--- src/rtl/fetch_pkg.sv ---
// rtl/fetch_pkg.sv - shared constants and helpers for the prefetching fetch stage
package fetch_pkg;

    localparam int DEF_AW       = 8;
    localparam int DEF_DW       = 8;
    localparam int DEF_DEPTH    = 4;
    localparam int DEF_RESET_PC = 0;

    localparam logic [1:0] TAKE_NONE = 2'd0;
    localparam logic [1:0] TAKE_ONE  = 2'd1;
    localparam logic [1:0] TAKE_TWO  = 2'd2;

    function automatic logic [1:0] clamp_take(input logic [1:0] take, input logic [1:0] avail);
        return (take > avail) ? avail : take;
    endfunction

endpackage

--- src/rtl/fetch_queue_unit_if.sv ---
// rtl/fetch_queue_unit_if.sv - instruction memory request/response bundle
interface fetch_queue_unit_if
    import fetch_pkg::*;
#(
    parameter int AW = DEF_AW,
    parameter int DW = DEF_DW
);
    logic          req_valid;
    logic          req_ready;
    logic [AW-1:0] req_addr;
    logic          rsp_valid;
    logic [DW-1:0] rsp_data;

    modport master (
        output req_valid, req_addr,
        input  req_ready, rsp_valid, rsp_data
    );

    modport slave (
        input  req_valid, req_addr,
        output req_ready, rsp_valid, rsp_data
    );
endinterface

--- src/rtl/fetch_byte_fifo.sv ---
// rtl/fetch_byte_fifo.sv - circular byte buffer, single push, 0/1/2 pop, flush
module fetch_byte_fifo
    import fetch_pkg::*;
#(
    parameter int DW    = DEF_DW,
    parameter int DEPTH = DEF_DEPTH,
    localparam int PW   = $clog2(DEPTH),
    localparam int OW   = PW + 1
) (
    input  logic          clk,
    input  logic          rst_n,
    input  logic          flush,
    input  logic          push,
    input  logic [DW-1:0] push_data,
    input  logic [1:0]    pop,
    output logic [OW-1:0] occ,
    output logic [DW-1:0] head0,
    output logic [DW-1:0] head1
);
    logic [DW-1:0] mem [DEPTH];
    logic [PW-1:0] rd_ptr;
    logic [PW-1:0] wr_ptr;

    // Pointers wrap naturally because DEPTH is a power of two.
    always_ff @(posedge clk or negedge rst_n) begin
        if (!rst_n) begin
            rd_ptr <= '0;
            wr_ptr <= '0;
            occ    <= '0;
        end else if (flush) begin
            rd_ptr <= '0;
            wr_ptr <= '0;
            occ    <= '0;
        end else begin
            if (push)
                wr_ptr <= wr_ptr + PW'(1);
            rd_ptr <= rd_ptr + PW'(pop);
            occ    <= occ + OW'(push) - OW'(pop);
        end
    end

    always_ff @(posedge clk) begin
        if (push && !flush)
            mem[wr_ptr] <= push_data;
    end

    assign head0 = mem[rd_ptr];
    assign head1 = mem[rd_ptr + PW'(1)];

endmodule

--- src/rtl/fetch_queue_unit.sv ---
// rtl/fetch_queue_unit.sv - prefetching fetch stage: PCs, request credit, in-flight drop on redirect
module fetch_queue_unit
    import fetch_pkg::*;
#(
    parameter int            AW       = DEF_AW,
    parameter int            DW       = DEF_DW,
    parameter int            DEPTH    = DEF_DEPTH,
    parameter logic [AW-1:0] RESET_PC = AW'(DEF_RESET_PC),
    localparam int           OW       = $clog2(DEPTH) + 1,
    localparam int           CW       = OW + 1
) (
    input  logic                clk,
    input  logic                rst_n,
    input  logic                redirect_valid,
    input  logic [AW-1:0]       redirect_pc,
    fetch_queue_unit_if.master  mem,
    output logic [1:0]          out_count,
    output logic [DW-1:0]       out_b0,
    output logic [DW-1:0]       out_b1,
    output logic [AW-1:0]       out_pc,
    input  logic [1:0]          out_take
);
    logic [AW-1:0] fetch_pc;
    logic [AW-1:0] head_pc;
    logic [OW-1:0] os;
    logic [OW-1:0] drop;
    logic [OW-1:0] occ;
    logic [DW-1:0] head0;
    logic [DW-1:0] head1;
    logic [CW-1:0] credit_sum;
    logic          accept;
    logic          rsp_live;
    logic          rsp_drop;
    logic [1:0]    take;

    // Credit depends on registered state only, never on req_ready.
    assign credit_sum    = {1'b0, occ} + {1'b0, os};
    assign mem.req_valid = rst_n && !redirect_valid && (credit_sum < CW'(DEPTH));
    assign mem.req_addr  = fetch_pc;

    assign accept   = mem.req_valid && mem.req_ready;
    assign rsp_live = mem.rsp_valid && (drop == '0);
    assign rsp_drop = mem.rsp_valid && (drop != '0);

    assign out_count = (occ >= OW'(2)) ? TAKE_TWO : occ[1:0];
    assign take      = redirect_valid ? TAKE_NONE : clamp_take(out_take, out_count);
    assign out_b0    = (out_count != TAKE_NONE) ? head0 : '0;
    assign out_b1    = (out_count == TAKE_TWO) ? head1 : '0;
    assign out_pc    = head_pc;

    fetch_byte_fifo #(
        .DW    (DW),
        .DEPTH (DEPTH)
    ) u_fifo (
        .clk       (clk),
        .rst_n     (rst_n),
        .flush     (redirect_valid),
        .push      (rsp_live && !redirect_valid),
        .push_data (mem.rsp_data),
        .pop       (take),
        .occ       (occ),
        .head0     (head0),
        .head1     (head1)
    );

    always_ff @(posedge clk or negedge rst_n) begin
        if (!rst_n) begin
            fetch_pc <= RESET_PC;
            head_pc  <= RESET_PC;
            os       <= '0;
            drop     <= '0;
        end else if (redirect_valid) begin
            fetch_pc <= redirect_pc;
            head_pc  <= redirect_pc;
            os       <= '0;
            // Everything still in flight becomes stale; a response arriving now is one of them.
            drop     <= drop + os - OW'(mem.rsp_valid);
        end else begin
            if (accept)
                fetch_pc <= fetch_pc + AW'(1);
            head_pc <= head_pc + AW'(take);
            os      <= os + OW'(accept) - OW'(rsp_live);
            drop    <= drop - OW'(rsp_drop);
        end
    end

endmodule

--- src/flat_wrapper.sv ---
// flat-port wrapper written by rule: the top's interface ports become plain ports
module fetch_queue_unit_flat import fetch_pkg::*;
#(
    parameter int            AW       = DEF_AW,
    parameter int            DW       = DEF_DW,
    parameter int            DEPTH    = DEF_DEPTH,
    parameter logic [AW-1:0] RESET_PC = AW'(DEF_RESET_PC),
    localparam int           OW       = $clog2(DEPTH) + 1,
    localparam int           CW       = OW + 1
)
  (clk, rst_n, redirect_valid, redirect_pc, out_count, out_b0, out_b1, out_pc, out_take, mem_req_valid, mem_req_addr, mem_req_ready, mem_rsp_valid, mem_rsp_data);
  fetch_queue_unit_if #(.AW(AW), .DW(DW)) mem_i ();
  input  logic clk;
  input  logic rst_n;
  input  logic redirect_valid;
  input  logic [AW-1:0] redirect_pc;
  output logic [1:0] out_count;
  output logic [DW-1:0] out_b0;
  output logic [DW-1:0] out_b1;
  output logic [AW-1:0] out_pc;
  input  logic [1:0] out_take;
  output wire logic [$bits(mem_i.req_valid)-1:0] mem_req_valid;
  output wire logic [$bits(mem_i.req_addr)-1:0] mem_req_addr;
  input wire logic [$bits(mem_i.req_ready)-1:0] mem_req_ready;
  input wire logic [$bits(mem_i.rsp_valid)-1:0] mem_rsp_valid;
  input wire logic [$bits(mem_i.rsp_data)-1:0] mem_rsp_data;
  assign mem_req_valid = mem_i.req_valid;
  assign mem_req_addr = mem_i.req_addr;
  assign mem_i.req_ready = mem_req_ready;
  assign mem_i.rsp_valid = mem_rsp_valid;
  assign mem_i.rsp_data = mem_rsp_data;
  fetch_queue_unit #(.AW(AW), .DW(DW), .DEPTH(DEPTH), .RESET_PC(RESET_PC)) u_core (.clk(clk), .rst_n(rst_n), .redirect_valid(redirect_valid), .redirect_pc(redirect_pc), .mem(mem_i), .out_count(out_count), .out_b0(out_b0), .out_b1(out_b1), .out_pc(out_pc), .out_take(out_take));
endmodule
--- config.mk ---
export PLATFORM = sky130hd
export DESIGN_NAME = fetch_queue_unit_flat
export DESIGN_NICKNAME = d
export VERILOG_FILES = /design/src/rtl/fetch_pkg.sv /design/src/rtl/fetch_queue_unit_if.sv /design/src/rtl/fetch_byte_fifo.sv /design/src/rtl/fetch_queue_unit.sv /design/src/flat_wrapper.sv
export SDC_FILE = /design/constraint.sdc
export NUM_CORES = 1
export LEC_CHECK = 0
export CORE_ASPECT_RATIO = 1.25
export CORE_MARGIN = 2
export CORE_UTILIZATION = 34
export CTS_CLUSTER_SIZE = 40
export DETAILED_ROUTE_END_ITERATION = 6
export HOLD_SLACK_MARGIN = 0.02
export SYNTH_ARGS = -nofsm -noshare
export SYNTH_HDL_FRONTEND = slang
export SYNTH_SLANG_ARGS = --single-unit
--- constraint.sdc ---
create_clock -name clk -period 2.4 [get_ports clk]
set_input_delay 0.36 -clock clk [delete_from_list [all_inputs] [get_ports clk]]
set_output_delay 0.36 -clock clk [all_outputs]
set_load 0.1 [all_outputs]
# Yosys cells after proc, flatten, opt, wreduce, memory -nomap -nowiden
# Memory sizes are Yosys's and may differ from the RTL's.
# Cells that the tools add are included.
# word_totals
reg_bits	29
ramBits	32
in_bits	23
output_inout_bits	35
elab_cells	54
memories	1
# mem_list
name	words	word_bits	read_ports	rd_ports_with_merged_regs	wr	line_no	text
u_core.u_fifo.mem	4	8	2	0	1	fetch_byte_fifo.sv:20	logic [DW-1:0] mem [DEPTH];
# op_classes
addsub	13
magnitude_cmp	3
n_eq_ne	1
n_mux	16
n_reduce_logical	13
# op_table
cell	n
two-way mux 8 bit	5
two-way mux 2 bit	6
two-way mux 3 bit	3
subtractor 3 x 1 -> 3 bit	3
adder 8 x 1 -> 8 bit, second input constant	1
adder 8 x 2 -> 8 bit	1
logical AND 1 bit	7
adder 3 x 1 -> 3 bit	2
nonzero test 2 bit	3
adder 2 x 1 -> 2 bit, second input constant	2
adder 3 x 3 -> 4 bit	1
< comparator 4 x 3 -> 1 bit, second input constant	1
adder 3 bit	1
>= comparator 3 x 2 -> 1 bit, second input constant	1
zero test 3 bit	1
nonzero test 3 bit	1
subtractor 3 x 2 -> 3 bit	1
adder 2 bit	1
== test 2 bit, second input constant	1
> comparator 2 bit	1
two-way mux 1 bit	2
zero test 1 bit	1

# Logic depth before layout (Yosys ltp)
# Gate-level depths: netlist of run 1.
# depth
word_depth	7
ltp_mapped	11
depth_no_buf	11

# By module
# A second synthesis of run 1 with hierarchy kept.
# unflattened
hier_cells	255
area_unflattened_um2	3414.5
# modules_own_cells
module	n_inst	cells_each	area_per_inst_um2	seq_area_each_um2
fetch_byte_fifo	1	91	1836.8	1136.1
fetch_queue_unit	1	164	1577.8	550.5

# Least setup slack after synthesis of run 1
# No wires, ideal clock.
# synth_timing
path_kind	reg-to-output
from	register u_core.u_fifo.occ[2]
to	output out_b0[0]
arrival_time_ns	2.469
t_required_ns	2.040
path_slack_ns	-0.429
path_stages_with_launch	5
n_path_buf	0
cell_sequence	dfrtp_1 > nor2_2 > inv_2 > nor2_1 > nor2b_1
# synth_via
elab_chain_cells	4
# synth_lines
item	line_no	text
from (decl)	fetch_byte_fifo.sv:16	output logic [OW-1:0] occ,
from (signal assigned)	fetch_byte_fifo.sv:38	occ <= occ + OW'(push) - OW'(pop);
>= comparator 3 x 2 -> 1 bit	fetch_queue_unit.sv:45	assign out_count = (occ >= OW'(2)) ? TAKE_TWO : occ[1:0];
two-way mux 2 bit	fetch_queue_unit.sv:45	
net out_count[1]	flat_wrapper.sv:17	output logic [1:0] out_count;
nonzero test 2 bit	fetch_queue_unit.sv:47	assign out_b0 = (out_count != TAKE_NONE) ? head0 : '0;
two-way mux 8 bit	fetch_queue_unit.sv:47	
to (decl)	flat_wrapper.sv:18	output logic [DW-1:0] out_b0;
# The timed path passes the listed nets, and every way through them passes these cells.

# Worst setup path after layout of run 1
# layout_timing
from	input out_take[1]
to	register u_core.u_fifo.occ[2]
# layout_via
elab_chain_cells	5
# layout_lines
item	line_no	text
from (decl)	flat_wrapper.sv:21	input logic [1:0] out_take;
> comparator 2 bit	fetch_pkg.sv:14	return (take > avail) ? avail : take;
two-way mux 2 bit (*)	fetch_pkg.sv:14	
two-way mux 2 bit (*)	fetch_queue_unit.sv:46	assign take = redirect_valid ? TAKE_NONE : clamp_take(out_take, out_count);
subtractor 3 x 2 -> 3 bit (*)	fetch_byte_fifo.sv:38	
two-way mux 3 bit (*)	fetch_byte_fifo.sv:30	end else if (flush) begin
# Mark *: on every way between the ends. The rest lies on a longest branch, timed or not.
# A chain may end at the register's enable or synchronous reset.

==> results.md, run 1 <==
- Post-synth EDFFs: 32
- Place WS: -0.248 ns
- Buffers on Ports: 57
- Fillcell total: 858
- DRT Pass-1 Iters: 4
- Synth Instances: 269
- Wire per inst: 14.8 µm
- Final Hold Viols: 0
- Internal power: 3.54 mW
- NumNets Final: 398
- Clock tree from TritonCTS: done
- YS warnings: 0
- Mean Syn Cell Area: 12.5 µm²
- Detail Route Antenna Nets: 0
- Post-synth top flop: edfxtp_1
- Largest cells by area after synthesis: edfxtp_1 29%, dfrtp_1 22%, mux4_2 11%
- Highest clock rate: 0.440 GHz
- Clock Sinks: 61
- Clock H-tree levels: 3
- Setup violators final: 0
- First-pass GRT wire length: 12.4 mm
- CP startpoint kind: primary input
- Iteration-0 DRC Markers: 90
- Worst hold path type: primary input to asynchronous set/reset pin
- Switching power of the nets: 2.70 mW
- CTS Buffer Depth: 2
- Power density over cell area: 1320 nW/µm²
- Final wirelength: 7.16 mm
- Via count: 2355
- Clock transition at path regs: 0.05 ns
- Antenna Diode Count: 0
- Most common cell in the synthesized netlist: edfxtp_1
- Worst Path Arrival: 2.49 ns
- Worst Skew: 0.00233 ns
- RSZ-0062 raised after global routing: true
- Maximum fanout along the worst path: 4
- CP max stage delay: 0.53 ns
- Die ar.: 10700 µm²
- Starting Density: 0.350
- Overall routing resource usage: 0.150
- Logic pwr share: 0.539
- Clk root buf: clkbuf_16
- Initial antenna violation count: 0
- Vias in the first global route: 2473
- CTS Hold Buffers Added: 0
- Post-synthesis cell type count: 45
- Number of remaining DRC errors: 0
- WP data required: 2.62 ns
- Area leader, netlist: edfxtp_1
- Clock latency on the worst-skew pair: 0.33 ns
- Sequential fraction of the synthesis area: 0.501
- CTS buffer count: 9
- Worst setup margin: 0.129 ns
- Pin count of the biggest net entering global routing: 30
- Syn_nets: 315
- Worst-path cell chain: clkdlybuf4s50_1, or3b_4, a22oi_4, nor3_4, xor2_1, ha_1, inv_1, fa_1, xnor2_1, nor2_1
- Share of post-route cells with drive strength above 1: 0.283
- Post-synth top area share: 0.286
- Mapped Area: 3370 µm²
- Slowest-stage cell, CP: clkdlybuf4s50_1
- Status: finished clean
- Flop pwr share: 0.219
- GP Congestion: 0.771
- Async SR Flop Fraction: 0.475
- Max Cap Viol: 0
- Fin. max-slew vios: 0
- Yosys reg bits: 61
- Final core utilization: 0.492
- Core Rows: 40
- Fin crit period: 2.27 ns
- CP Capture Type: flip-flop
- Maximum vdd drop: 622 µV
- Via-to-Cell Ratio: 4.88
- Clk network pwr share: 0.242
- Num ports: 58
- Sw frac: 0.433
- Post-DP HPWL: 5.36 mm
- Die H: 115 µm
- Chip width: 93.0 µm
- Synth top cells by count: 32 x edfxtp_1, 29 x dfrtp_1, 19 x ha_1, 19 x inv_1, 19 x nand2_1
- LEAKAGE: 1.96 nW
- Area delta synth->final: 40.3%
- Slew @ Worst Pin: 0.402 ns
- Crit path kind: primary input to flip-flop
- Post-route clock period utilization: 0.946
- Slew HR: 0.730
- Gr ovfl total: 0
- Core area: 9610 µm²
## timing repair
action / in CTS / in global routing
setup endpoints to repair: 0 / 5
setup buffers: 0 / 1
resized for setup: 0 / 2
## cells in the final DEF (no fill, tap or decap), drive strengths merged
cell type / n
a21oi: 5
a221o: 1
a221oi: 1
a22oi: 1
a31oi: 2
a32oi: 1
and2: 14
and3: 6
and4bb: 1
buf: 59
bufinv: 3
clkbuf: 12
clkdlybuf4s50: 22
clkinv: 1
dfrtp: 29
edfxtp: 32
fa: 4
ha: 19
inv: 22
mux2i: 3
mux4: 16
nand2: 19
nand3: 7
nand3b: 1
nand4: 2
nor2: 20
nor2b: 12
nor3: 2
nor3b: 1
nor4: 2
nor4b: 1
o211ai: 1
o21ai: 12
o21bai: 1
o311ai: 5
or3b: 1
or4: 1
xnor2: 9
xor2: 6
## routing by layer
| metal | vias to the layer above | share of wire | track usage |
|---|---|---|---|
| met3 | 10 | 0.056 | 0.0413 |
| met1 | 1135 | 0.43 | 0.183 |
| li1 | 1142 | - | - |
| met4 | 0 | 0.019 | 0.0627 |
| met5 | - | 0 | 0 |
| met2 | 68 | 0.49 | 0.251 |
## worst max-delay path: cells and delay by family
kind                     cells  cell delay [ns]
AND/OR/NAND/NOR              3             0.54
buffers and inverters        2             0.58
XOR/XNOR                     2             0.33
adder cells (fa/ha/maj)      2             0.53
AO/OA/AOI/OAI                1             0.17
## power by group through the flow
stage / registers [mW] / logic [mW] / clock network [mW]
6_report: 1.37 / 3.37 / 1.51
5_1_grt: 1.39 / 3.59 / 1.59
4_1_cts: 1.37 / 3.39 / 1.54
3_5_place_dp: 1.38 / 3.38 / 0
3_3_place_gp: 1.38 / 3.35 / 0
2_1_floorplan: 1.72 / 1.98 / 0
## cell families (layout without fill, tap and decap cells)
logic type / count (synthesis) / in the layout / share of synthesized area
compound gates: 30 / 30 / 0.0621
xor+xnor: 15 / 15 / 0.0390
simple gates: 90 / 90 / 0.147
mux: 19 / 19 / 0.116
fa+ha+maj: 23 / 23 / 0.0944
buf+inv: 31 / 119 / 0.0405
flops: 61 / 61 / 0.501
## worst paths after layout
kind	end	slack (ns)	depth (start not counted)	from
worst min register to register	u_core.drop[2]$_DFF_PN0_	0.48	1	u_core.drop[2]$_DFF_PN0_
max in group asynchronous	u_core.out_pc[7]$_DFF_PN0_	1.64	2	rst_n
worst min-delay path	u_core.os[0]$_DFF_PN0_	0.48	2	rst_n
worst max-delay path	u_core.u_fifo.occ[2]$_DFF_PN0_	0.13	10	out_take[1]
min in group clk	u_core.drop[2]$_DFF_PN0_	0.48	1	u_core.drop[2]$_DFF_PN0_
worst max register to register	u_core.u_fifo.occ[2]$_DFF_PN0_	0.15	10	u_core.u_fifo.occ[1]$_DFF_PN0_
## state kept, by name, summed over array words and instances (netlist names)
| name | cells |
|---|---|
| u_core.u_fifo.mem | 32 |
| u_core.mem.req_addr | 8 |
| u_core.out_pc | 8 |
| u_core.drop | 3 |
| u_core.os | 3 |
| u_core.u_fifo.occ | 3 |
| u_core.u_fifo.rd_ptr | 2 |
| u_core.u_fifo.wr_ptr | 2 |
## metrics by stage
stage | instances | hold slack (ns) | cell area, µm² | power, mW | setup TNS [ns]
detailed placement | 466 | 0.461 | 4350 | 4.76 | -0.870
floorplan | 269 | 0.0644 | 3370 | 3.69 | -3.47
global placement | 466 | 0.467 | 4350 | 4.73 | -0.474
CTS | 482 | 0.461 | 4700 | 6.30 | 0
global route | 483 | 0.500 | 4720 | 6.56 | -0.0255
finish | 483 | 0.475 | 4720 | 6.24 | 0
## final cells by class
type	instances	area, µm²	area share
clock buffer	12	256	0.0543
tap	126	158	0.0334
clock inverter	4	93.8	0.0199
sequential	61	1690	0.357
multi-input combinational	177	1560	0.330
inverter	22	82.6	0.0175
timing repair buffer	81	888	0.188
Power figures use the tool's default switching activity.
==> run 2: changes to the inputs <==
--- a/config.mk
+++ b/config.mk
@@ -11,6 +11,8 @@
 export CTS_CLUSTER_SIZE = 40
 export DETAILED_ROUTE_END_ITERATION = 6
 export HOLD_SLACK_MARGIN = 0.02
+export PLACE_DENSITY_LB_ADDON = 0.08
 export SYNTH_ARGS = -nofsm -noshare
 export SYNTH_HDL_FRONTEND = slang
 export SYNTH_SLANG_ARGS = --single-unit
+export TNS_END_PERCENT = 10
==> constraint.sdc (replaced) <==
create_clock -name clk -period 2.52 [get_ports clk]
set_input_delay 0.378 -clock clk [delete_from_list [all_inputs] [get_ports clk]]
set_output_delay 0.378 -clock clk [all_outputs]
set_load 0.1 [all_outputs]
==> run 2 against run 1 <==
- power decreased by 6.8%
- die area unchanged
- cell area shrank 2.4%
- register-to-register slack improved by 0.03 ns
- routed wire length rose by 1.6%
- count of clock-buffer cells in the layout decreased by 2
- clock power decreased by 9%
- via count decreased by 1.5%
- critical endpoint is now u_core.out_pc[4]$_DFF_PN0_
- largest cell class unchanged
- highest routed layer unchanged
==> results.md, run 2 (synthesis gave the netlist of run 1 again) <==
- Starting Density: 0.350
- Initial antenna violation count: 0
- Detail Route Antenna Nets: 0
- Highest clock rate: 0.427 GHz
- WP data required: 2.72 ns
- DRT Pass-1 Iters: 4
- CP Capture Type: flip-flop
- Maximum vdd drop: 453 µV
- Worst hold path type: flip-flop to flip-flop
- CTS Hold Buffers Added: 0
- Slowest-stage cell, CP: dfrtp_1
- Fin. max-slew vios: 0
- Maximum fanout along the worst path: 4
- Most common cell after layout, fill and taps aside: buf_4
- Design Area, Final: 4610 µm²
- Status: finished clean
- Crit path kind: flip-flop to flip-flop
- Slew @ Worst Pin: 0.448 ns
- Setup Fix Bufs, Post-CTS: 0
- Met2 Track Usage GR: 0.248
- Slew HR: 0.701
- Via-to-Cell Ratio: 4.89
- Min Hold Slack: 0.482 ns
- Setup violators final: 0
- Die H: 115 µm
- Die ar.: 10700 µm²
- CTS Buffer Depth: 2
- Power density over cell area: 1260 nW/µm²
- Worst-path cell chain: nor2_2, inv_1, ha_1, a22oi_4, nor3_2, buf_4, nand2_1, fa_1, nor2_1, xnor2_1, o21ai_0
- Met3 Use GR: 0.0413
- Worst Path Arrival: 2.54 ns
- Number of remaining DRC errors: 0
- Wire per inst: 15.4 µm
- Met1 Use GR: 0.182
- Final core utilization: 0.480
- Clock latency on the worst-skew pair: 0.33 ns
- Post-CTS sizing: 0
- Buffers on Ports: 57
- Commonest non-fill, non-tap cells in the layout: 33 x buf_4, 32 x edfxtp_1, 29 x dfrtp_1
- Setup TNS: 0 ns
- Overall routing resource usage: 0.150
- Clock H-tree levels: 3
- Iteration-0 DRC Markers: 138
- Busiest layer in global routing: met2
- CP max stage delay: 0.44 ns
- Core Rows: 40
- Worst Skew: 0.00626 ns
- CTS buffer count: 9
- Max reg flops: 32
- RSZ-0062 raised after global routing: false
- Area delta synth->final: 36.9%
- Gr ovfl total: 0
- Num ports: 58
- Clock transition at path regs: 0.05 ns
- NumNets Final: 389
- Max Cap Viol: 0
- Via count: 2320
- CP startpoint kind: flip-flop
- LEAKAGE: 1.89 nW
- Post-route clock period utilization: 0.930
- Clock tree from TritonCTS: done
- Largest Register: u_core.u_fifo.mem
- Final Hold Viols: 0
- Antenna Diode Count: 0
- First-pass GRT wire length: 12.2 mm
- Post-DP HPWL: 5.41 mm
- Clk root buf: clkbuf_16
- Vias in the first global route: 2384
- Share of post-route cells with drive strength above 1: 0.259
- GP Congestion: 0.802
- Clock Sinks: 61
- Core area: 9610 µm²
- Pin count of the biggest net entering global routing: 31
- Final wirelength: 7.28 mm
- Chip width: 93.0 µm
- Post-placement cell area: 4280 µm²
- Fin crit period: 2.34 ns
==> run 2: metal layers <==
layer,share of wire,vias to the layer above
met3,0.052,11
li1,-,1121
met5,0,-
met4,0.017,0
met1,0.43,1131
met2,0.50,57
==> run 2: final timing paths <==
| kind | to | slack (ns) | depth (start not counted) | start |
|---|---|---|---|---|
| worst max-delay path | u_core.out_pc[4]$_DFF_PN0_ | 0.18 | 11 | u_core.u_fifo.occ[1]$_DFF_PN0_ |
| worst min-delay path | u_core.drop[2]$_DFF_PN0_ | 0.48 | 1 | u_core.drop[2]$_DFF_PN0_ |
| worst max register to register | u_core.out_pc[4]$_DFF_PN0_ | 0.18 | 11 | u_core.u_fifo.occ[1]$_DFF_PN0_ |
| worst min register to register | u_core.drop[2]$_DFF_PN0_ | 0.48 | 1 | u_core.drop[2]$_DFF_PN0_ |
| max in group asynchronous | u_core.u_fifo.occ[2]$_DFF_PN0_ | 1.65 | 2 | rst_n |
| min in group asynchronous | u_core.mem.req_addr[5]$_DFFE_PN0P_ | 0.58 | 2 | rst_n |
==> run 2: cell type report <==
cell class / instances / area [µm²]
Clock inverter: 6 / 101
Timing Repair Buffer: 72 / 808
Sequential cell: 61 / 1690
Fill cell: 892 / 5000
Inverter: 22 / 82.6
Multi-Input combinational cell: 177 / 1540
Clock buffer: 10 / 229
Tap cell: 126 / 158
==> run 2: worst max-delay path, delay by kind of cell, from the launching register on <==
kind            cells  cell delay (ns)
simple gates        4             0.58
xor+xnor            1             0.12
flops               1             0.44
compound gates      2             0.14
buf+inv             2             0.20
fa+ha+maj           2             0.73
==> run 2: where the power goes <==
group / leakage (nW) / switching [mW] / total [mW] / internal (mW)
Combinational: 1.08 / 1.99 / 3.12 / 1.13
Sequential: 0.649 / 0.141 / 1.32 / 1.18
Clock: 0.159 / 0.425 / 1.38 / 0.955
Total: 1.89 / 2.56 / 5.82 / 3.27
==> run 2: metrics by stage <==
stage          worst slack [ns]  cells  total power, mW
3_3_place_gp            -0.0411    458             4.46
6_report                  0.178    474             5.82
4_1_cts                   0.163    474             5.91
3_5_place_dp            -0.0891    458             4.50
2_1_floorplan            -0.327    269             3.52
5_1_grt                  0.0337    474             6.13
==> run 3: changes to the inputs <==
--- a/config.mk
+++ b/config.mk
@@ -6,7 +6,6 @@
 export NUM_CORES = 1
 export LEC_CHECK = 0
 export CORE_ASPECT_RATIO = 1.25
-export CORE_MARGIN = 2
 export CORE_UTILIZATION = 34
 export CTS_CLUSTER_SIZE = 40
 export DETAILED_ROUTE_END_ITERATION = 6
==> run 3 against run 2 <==
- sequential cell count unchanged
- highest routed layer unchanged
- first-iteration DRC count decreased by 47%
- hold slack worse by 0.0060 ns
- critical path type unchanged
- critical path depth unchanged
- clock skew decreased by 0.0014 ns
- register-to-register slack about the same
- sequential power barely moved
- largest power group unchanged
- power down 2.7%
- cell count is the same
- non-clock buffer count is the same
==> results.md, run 3 (synthesis gave the netlist of run 1 again) <==
- Power density over cell area: 1240 nW/µm²
- LEAKAGE: 1.88 nW
- Setup crit end: u_core.u_fifo.occ[2]$_DFF_PN0_
- Post-placement cell area: 4280 µm²
- CP max stage delay: 0.43 ns
- WP data required: 2.73 ns
- Vias in the first global route: 2308
- First-pass GRT wire length: 11.5 mm
- Antenna Diode Count: 0
- Max reg flops: 32
- Iteration-0 DRC Markers: 73
- Wire per inst: 14.7 µm
- Final Hold Viols: 0
- Worst Skew: 0.00483 ns
- Fin crit period: 2.33 ns
- Share of post-route cells with drive strength above 1: 0.264
- Maximum vdd drop: 454 µV
- Crit path from: u_core.u_fifo.occ[1]$_DFF_PN0_
- Num ports: 58
- DRT Pass-1 Iters: 4
- Via count: 2310
- RSZ-0062 raised after global routing: false
- Commonest non-fill, non-tap cells in the layout: 33 x buf_4, 32 x edfxtp_1, 29 x dfrtp_1
- Setup Fix Bufs, Post-CTS: 0
- Clock transition at path regs: 0.05 ns
- Worst-path cell chain: nor2_2, inv_1, ha_1, a22oi_4, nor3_2, xor2_1, ha_1, inv_1, fa_1, xnor2_1, nor2_1
- Number of remaining DRC errors: 0
- Crit path kind: flip-flop to flip-flop
- Overall routing resource usage: 0.147
- Post-Place Cells: 458
- Worst path depth: 11
- Post-route clock period utilization: 0.926
- DR top layer: met4
- Post-CTS sizing: 0
- Crit path max-delay family: adder cells
- CP startpoint kind: flip-flop
- Via-to-Cell Ratio: 4.87
- Core area: 9610 µm²
- Hold Crit Start: u_core.drop[2]$_DFF_PN0_
- CTS Hold Buffers Added: 0
- Die ar.: 10300 µm²
- Clock tree from TritonCTS: done
- Clock latency on the worst-skew pair: 0.32 ns
- Worst r2r dst: u_core.u_fifo.occ[2]$_DFF_PN0_
- Die H: 113 µm
- Largest Register: u_core.u_fifo.mem
- Core Rows: 40
- R2r setup slk: 0.19 ns
- Pin count of the biggest net entering global routing: 31
- FF-to-FF Start: u_core.u_fifo.occ[1]$_DFF_PN0_
- Clk root buf: clkbuf_16
- Buffers on Ports: 57
- Highest clock rate: 0.428 GHz
- Post-DP HPWL: 5.26 mm
- Most common cell after layout, fill and taps aside: buf_4
- Clock H-tree levels: 3
- Met2 Wirelength: 3.65 mm
- CP Capture Type: flip-flop
- Detail Route met3 WL: 252 µm
- Gr ovfl total: 0
- Max Cap Viol: 0
- Design Area, Final: 4580 µm²
- Post-Layout Cell Count: 474
- Initial antenna violation count: 0
- NumNets Final: 389
- Min Hold Slack: 0.476 ns
- Slew HR: 0.543
- Area delta synth->final: 36.1%
- Worst Path Arrival: 2.54 ns
- Slew @ Worst Pin: 0.686 ns
- CTS Buffer Depth: 2
- M1 wire length: 2.99 mm
- Buf/Inv on CP: 2
- Worst hold path type: flip-flop to flip-flop
- Starting Density: 0.350
- Clock Sinks: 61
- Setup TNS: 0 ns
- Fillcell total: 910
- Detail Route Antenna Nets: 0
- CTS buffer count: 9
- Maximum fanout along the worst path: 4
- Setup violators final: 0
- Slowest-stage cell, CP: dfrtp_1
- Fin. max-slew vios: 0
- Chip width: 91.0 µm
- Final wirelength: 6.98 mm
- Status: finished clean
- GP Congestion: 0.751
- Worst R2R Path Depth: 11
==> run 3: through the flow <==
step,total power [mW],util,worst slack (ns)
final,5.66,0.477,0.185
after global routing,5.93,0.477,0.0321
after CTS,5.73,0.477,0.167
after detailed placement,4.48,0.445,-0.0848
after global placement,4.46,0.445,-0.0231
after floorplan,3.52,-,-0.327
==> run 3: routing by layer <==
metal  up-vias  track usage
li1       1120            -
met1      1126        0.172
met4         0       0.0603
met2        55        0.259
met3         9       0.0343
met5         -            0
==> run 3: power breakdown <==
part           leakage (nW)  internal (mW)  switching, mW
logic                  1.08           1.13           1.95
registers             0.649           1.18          0.173
clock network         0.146          0.813          0.413
total                  1.88           3.12           2.54
==> run 3: cell type report <==
type / count / area, µm² / area share
Sequential cell: 61 / 1690 / 0.368
Multi-Input combinational cell: 177 / 1540 / 0.337
Timing Repair Buffer: 72 / 808 / 0.176
Clock buffer: 12 / 256 / 0.0560
Tap cell: 126 / 158 / 0.0344
Inverter: 22 / 82.6 / 0.0180
Clock inverter: 4 / 46.3 / 0.0101
==> run 3: how the worst min path moves through the flow <==
stage	end	slack, ns	cells after the start
2_1_floorplan	u_core.drop[0]$_DFF_PN0_	0.08	0
3_3_place_gp	u_core.drop[2]$_DFF_PN0_	0.47	1
3_5_place_dp	u_core.drop[2]$_DFF_PN0_	0.47	1
4_1_cts	u_core.drop[2]$_DFF_PN0_	0.48	1
5_1_grt	u_core.drop[2]$_DFF_PN0_	0.48	1
6_report	u_core.drop[2]$_DFF_PN0_	0.48	1
==> run 3: worst register-to-register path, stage by stage (launching register included) <==
cell     delay (ns)
dfrtp_1        0.43
nor2_2         0.14
inv_1          0.06
ha_1           0.31
a22oi_4        0.06
nor3_2         0.25
xor2_1         0.18
ha_1           0.16
inv_1          0.04
fa_1           0.37
xnor2_1        0.17
nor2_1         0.06
